===== src/rtl/reg_file_if.sv =====
// Operand-read / writeback bus between decode, writeback and the ALU operand-select stage.
// The register file is the slave: it consumes addresses and write data, and sources rd_q/rs_q.
interface reg_file_if #(
   parameter int DWIDTH = 16,
   parameter int AWIDTH = 3
);
   logic              en_in;
   logic [AWIDTH-1:0] rd_addr;
   logic [AWIDTH-1:0] rs_addr;
   logic              wr_en;
   logic [AWIDTH-1:0] wr_addr;
   logic [DWIDTH-1:0] wr_data;
   logic [DWIDTH-1:0] rd_q;
   logic [DWIDTH-1:0] rs_q;
   logic              en_out;

   modport master (
      output en_in, rd_addr, rs_addr, wr_en, wr_addr, wr_data,
      input  rd_q, rs_q, en_out
   );

   modport slave (
      input  en_in, rd_addr, rs_addr, wr_en, wr_addr, wr_data,
      output rd_q, rs_q, en_out
   );
endinterface


===== src/rtl/reg_file.sv =====
// 2**AWIDTH x DWIDTH register file with one write port and a registered dual-operand read.
// Same-cycle writes are forwarded into the read so each read sees the writes up to its own cycle.
module reg_file #(
   parameter int DWIDTH = 16,
   parameter int AWIDTH = 3
) (
   input  logic      clk,
   input  logic      rst_n,
   reg_file_if.slave bus
);
   localparam int NREGS = 2 ** AWIDTH;

   logic [DWIDTH-1:0] mem [NREGS];
   logic [DWIDTH-1:0] rd_next;
   logic [DWIDTH-1:0] rs_next;

   always_ff @(posedge clk or negedge rst_n) begin
      if (!rst_n) begin
         for (int i = 0; i < NREGS; i++) begin
            mem[i] <= '0;
         end
      end else if (bus.wr_en) begin
         mem[bus.wr_addr] <= bus.wr_data;
      end
   end

   // Bypass: a write landing on the addressed register this cycle wins over the stored value.
   always_comb begin
      rd_next = mem[bus.rd_addr];
      rs_next = mem[bus.rs_addr];
      if (bus.wr_en && (bus.wr_addr == bus.rd_addr)) begin
         rd_next = bus.wr_data;
      end
      if (bus.wr_en && (bus.wr_addr == bus.rs_addr)) begin
         rs_next = bus.wr_data;
      end
   end

   always_ff @(posedge clk or negedge rst_n) begin
      if (!rst_n) begin
         bus.rd_q   <= '0;
         bus.rs_q   <= '0;
         bus.en_out <= 1'b0;
      end else begin
         bus.en_out <= bus.en_in;
         if (bus.en_in) begin
            bus.rd_q <= rd_next;
            bus.rs_q <= rs_next;
         end
      end
   end
endmodule


===== src/flat_wrapper.sv =====
// flat-port wrapper written by rule: the top's interface ports become plain ports
module reg_file_flat 
#(
   parameter int DWIDTH = 16,
   parameter int AWIDTH = 3
)
  (clk, rst_n, bus_en_in, bus_rd_addr, bus_rs_addr, bus_wr_en, bus_wr_addr, bus_wr_data, bus_rd_q, bus_rs_q, bus_en_out);
  reg_file_if #(.DWIDTH(DWIDTH), .AWIDTH(AWIDTH)) bus_i ();
  input  logic clk;
  input  logic rst_n;
  input wire logic [$bits(bus_i.en_in)-1:0] bus_en_in;
  input wire logic [$bits(bus_i.rd_addr)-1:0] bus_rd_addr;
  input wire logic [$bits(bus_i.rs_addr)-1:0] bus_rs_addr;
  input wire logic [$bits(bus_i.wr_en)-1:0] bus_wr_en;
  input wire logic [$bits(bus_i.wr_addr)-1:0] bus_wr_addr;
  input wire logic [$bits(bus_i.wr_data)-1:0] bus_wr_data;
  output wire logic [$bits(bus_i.rd_q)-1:0] bus_rd_q;
  output wire logic [$bits(bus_i.rs_q)-1:0] bus_rs_q;
  output wire logic [$bits(bus_i.en_out)-1:0] bus_en_out;
  assign bus_i.en_in = bus_en_in;
  assign bus_i.rd_addr = bus_rd_addr;
  assign bus_i.rs_addr = bus_rs_addr;
  assign bus_i.wr_en = bus_wr_en;
  assign bus_i.wr_addr = bus_wr_addr;
  assign bus_i.wr_data = bus_wr_data;
  assign bus_rd_q = bus_i.rd_q;
  assign bus_rs_q = bus_i.rs_q;
  assign bus_en_out = bus_i.en_out;
  reg_file #(.DWIDTH(DWIDTH), .AWIDTH(AWIDTH)) u_core (.clk(clk), .rst_n(rst_n), .bus(bus_i));
endmodule

===== config.mk =====
export PLATFORM = sky130hd
export DESIGN_NAME = reg_file_flat
export DESIGN_NICKNAME = d
export VERILOG_FILES = /design/src/rtl/reg_file_if.sv /design/src/rtl/reg_file.sv /design/src/flat_wrapper.sv
export SDC_FILE = /design/constraint.sdc
export NUM_CORES = 1
export LEC_CHECK = 0
export CORE_UTILIZATION = 25
export CTS_BUF_LIST = sky130_fd_sc_hd__clkbuf_16
export CTS_CLUSTER_SIZE = 16
export DETAILED_ROUTE_END_ITERATION = 10
export PLACE_DENSITY_LB_ADDON = 0.15
export SLEW_MARGIN = 10
export SYNTH_ARGS = -nofsm -noshare
export SYNTH_HDL_FRONTEND = slang
export SYNTH_SLANG_ARGS = --single-unit

===== constraint.sdc =====
create_clock -name clk -period 2.3 [get_ports clk]
set_input_delay 0.345 -clock clk [delete_from_list [all_inputs] [get_ports clk]]
set_output_delay 0.345 -clock clk [all_outputs]
set_load 0.01 [all_outputs]

==> impl_results.md <==
* Status: finished clean
* Port Buf Inserts at 61
* XOR/XNOR share of the synthesized area at 0.637%
* Wire length per cell at 22.1 um
* Die width at 184 um
* Largest family of logic cells by synthesized area: multiplexers
* Row cnt at 66
* Placed insts at 1044
* Initial Utilization at 25.3%
* Die outline area at 33700 um2
* Post-placement setup slack at 36.9 ps
* Crit path kind: input port to register
* Post-route ant nets at 0
* FMAX at 0.552 GHz
* Fin cells at 1076
* Crit path arrival time at 2120 ps
* Area leader, netlist: dfrtp_1
* Startpoint Class: input port
* Final WL at 23800 um
* Synth cell count leaders: dfrtp_1, mux2_2, mux4_2
* RSZ-0062 raised after global routing: no
* Root Driver: clkbuf_16
* Top cell type's share of synthesized area at 48.8%
* I/O pin count at 62
* Slowest-stage cell, CP: clkdlybuf4s50_1
* Via density at 4.88
* Clock latency at the later pin of the worst-skew pair at 430 ps
* DRT Pass-1 Iters at 5
* Largest net degree at the start of global routing at 54
* Gr ovfl total at 0
* Global-route wire length before repair at 36600 um
* Flop2flop setup slack at 830 ps
* Fin Clk Skew at 7.06 ps
* Main area contributors after synthesis: dfrtp_1, mux4_2, mux2_2
* Crit path max fanout at 7
* Final core occ at 31.4%
* Mapped cell area at 8250 um2
* Reg2reg start: u_core.mem[3]
* Final nets at 651
* Critical Path RT at 2610 ps
* Initial antenna violation count at 0
* CTS tree: built
* Total power draw at 0.00894 W
* Clock Sinks at 161
* Fin crit share at 78.8%
* PD cells at 875 nW/um2
* Max Cap Viol at 0
* FF-to-FF path depth at 3
* CTS Buffer Depth at 2
* Final GP Congestion at 0.742
* HP Class: input port to async pin
* Total Routing Usage GR at 15.0%
* Worst setup EP type: register
* DP HPWL at 15900 um
* Setup-failing EPs final at 0
* CTS Buf Count at 17
* Clk slew on worst S/H paths at 70 ps
* Critical Path, Cell by Cell: clkdlybuf4s50_1 > nor3b_4 > buf_4 > mux2_2
* Final worst setup slack at 488 ps
* Post-route DRC violation count at 0
* Core Footprint at 32500 um2
* EDFF count, synth at 0
* Die H at 184 um
* LEAKAGE at 4.15 nW
* Slew headroom at 58.9%
* Layout overhead on the synthesized area at 23.9%
* Adder-cell share of the synthesized area at 0%
* Net Count, Synth at 568
* Top-count cell post-synth: dfrtp_1
* Worst reg2reg endpoint: u_core.bus.rs_q[3]
* CTS H-tree depth at 4
* Gate Count Post-Synth at 539
* Seq/Total Area, Yosys at 48.8%
* Max stage delay on crit path at 760 ps
* Vias in the first global route at 5706
* CTS resizes at 0
* Setup TNS at 0 ps
* Worst slew pin tran at 617 ps
* Yosys cell types at 23
* Yosys Warn Count at 0
* Compound-Gate Fraction of Synth Area at 4.13%
* Syn avg cell area at 15.3 um2
* Final Max Tran Viols at 0
* Final Hold Viols at 0
* Antenna cells at 0
* Tmin final at 1810 ps
* Mux contribution to synthesized area at 37.7%
* DR iter-0 viols at 307
* FF+latch count, synth at 161
* Async S/R FF share, synth at 100%
* Vias at 5255
* Layout cells sized above 1 at 41.6%
* Synth Area in Simple Gates at 5.04%
* Maximum vdd ir drop at 0.557 mV
* Synth Flop Type: dfrtp_1
sequential cells by signal (all words and copies together), names as in the netlist:
name               count
u_core.mem           128
u_core.bus.rd_q       16
u_core.bus.rs_q       16
u_core.bus.en_out      1
worst max-delay path by stage:
stage / slack, ps / end / cells past startpoint / from
after detailed placement: 40 / u_core.mem[95] / 4 / bus_wr_addr[1]
final: 490 / u_core.mem[87] / 4 / bus_wr_addr[1]
after floorplan: 680 / u_core.mem[85] / 5 / bus_wr_addr[2]
after global placement: 60 / u_core.mem[90] / 4 / bus_wr_addr[1]
after CTS: 500 / u_core.mem[90] / 4 / bus_wr_addr[1]
after global routing: 450 / u_core.mem[92] / 6 / bus_wr_en
logic make-up after synthesis:
family                    after synthesis
muxes                                 216
AOI/OAI and AO/OA                      42
and+or+nand+nor                        70
DFF                                   161
buffers and inverters                  44
xor gates and xnor gates                6
stage by stage:
stage                     cell area, um2  hold WS [ps]
after floorplan                     8250          49.4
after global placement              9620           357
after detailed placement            9620           376
after CTS                          10200           485
after global routing               10200           494
final                              10200           454
final cells by class:
type / instances / area (um2)
tap: 442 / 553
multi-input combinational: 334 / 3920
fill: 3260 / 22300
timing repair buffer: 105 / 1110
clock inverter: 14 / 166
clock buffer: 17 / 425
sequential: 161 / 4030
inverter: 3 / 11.3
layer usage:
metal / vias up / part of all wire [%] / GRT usage [%]
met5: - / 0 / 0
met4: 0 / 2.5 / 6.23
met3: 28 / 4.2 / 2.60
met2: 125 / 50 / 24.4
met1: 2839 / 44 / 19.8
li1: 2263 / - / -
layout by cell type (no fill, tap or decap), drive strengths merged:
cell,synthesis,routed
nand4b,4,4
clkinv,1,7
mux4,64,64
dfrtp,161,161
nand4,3,3
nand2,58,58
buf,35,48
bufinv,0,3
o221ai,32,32
a41o,2,2
mux2,120,120
nand2b,1,1
clkinvlp,0,2
dlygate4sd3,0,1
nor3,2,2
clkbuf,6,17
clkdlybuf4s50,0,56
inv,2,5
o21ai,8,8
xnor2,6,6
mux2i,32,32
nor3b,2,2
critical path: cells and delay by family:
| family | cells | cell delay [ps] |
|---|---|---|
| buffers and inverters | 2 | 1030 |
| muxes | 1 | 350 |
| and+or+nand+nor | 1 | 380 |
power breakdown:
group	leakage [nW]	internal (W)	switching (W)
Sequential	1.95	0.00347	0.000457
Combinational	1.91	0.00131	0.000820
Clock	0.288	0.00170	0.00118
Total	4.15	0.00648	0.00246
timing repair:
action,4_1_cts,5_1_grt
hold buffers,1,0
buffers inserted,0,0
endpoints found under the hold margin,50,0
Note: power is estimated with default switching activity, not from simulation.
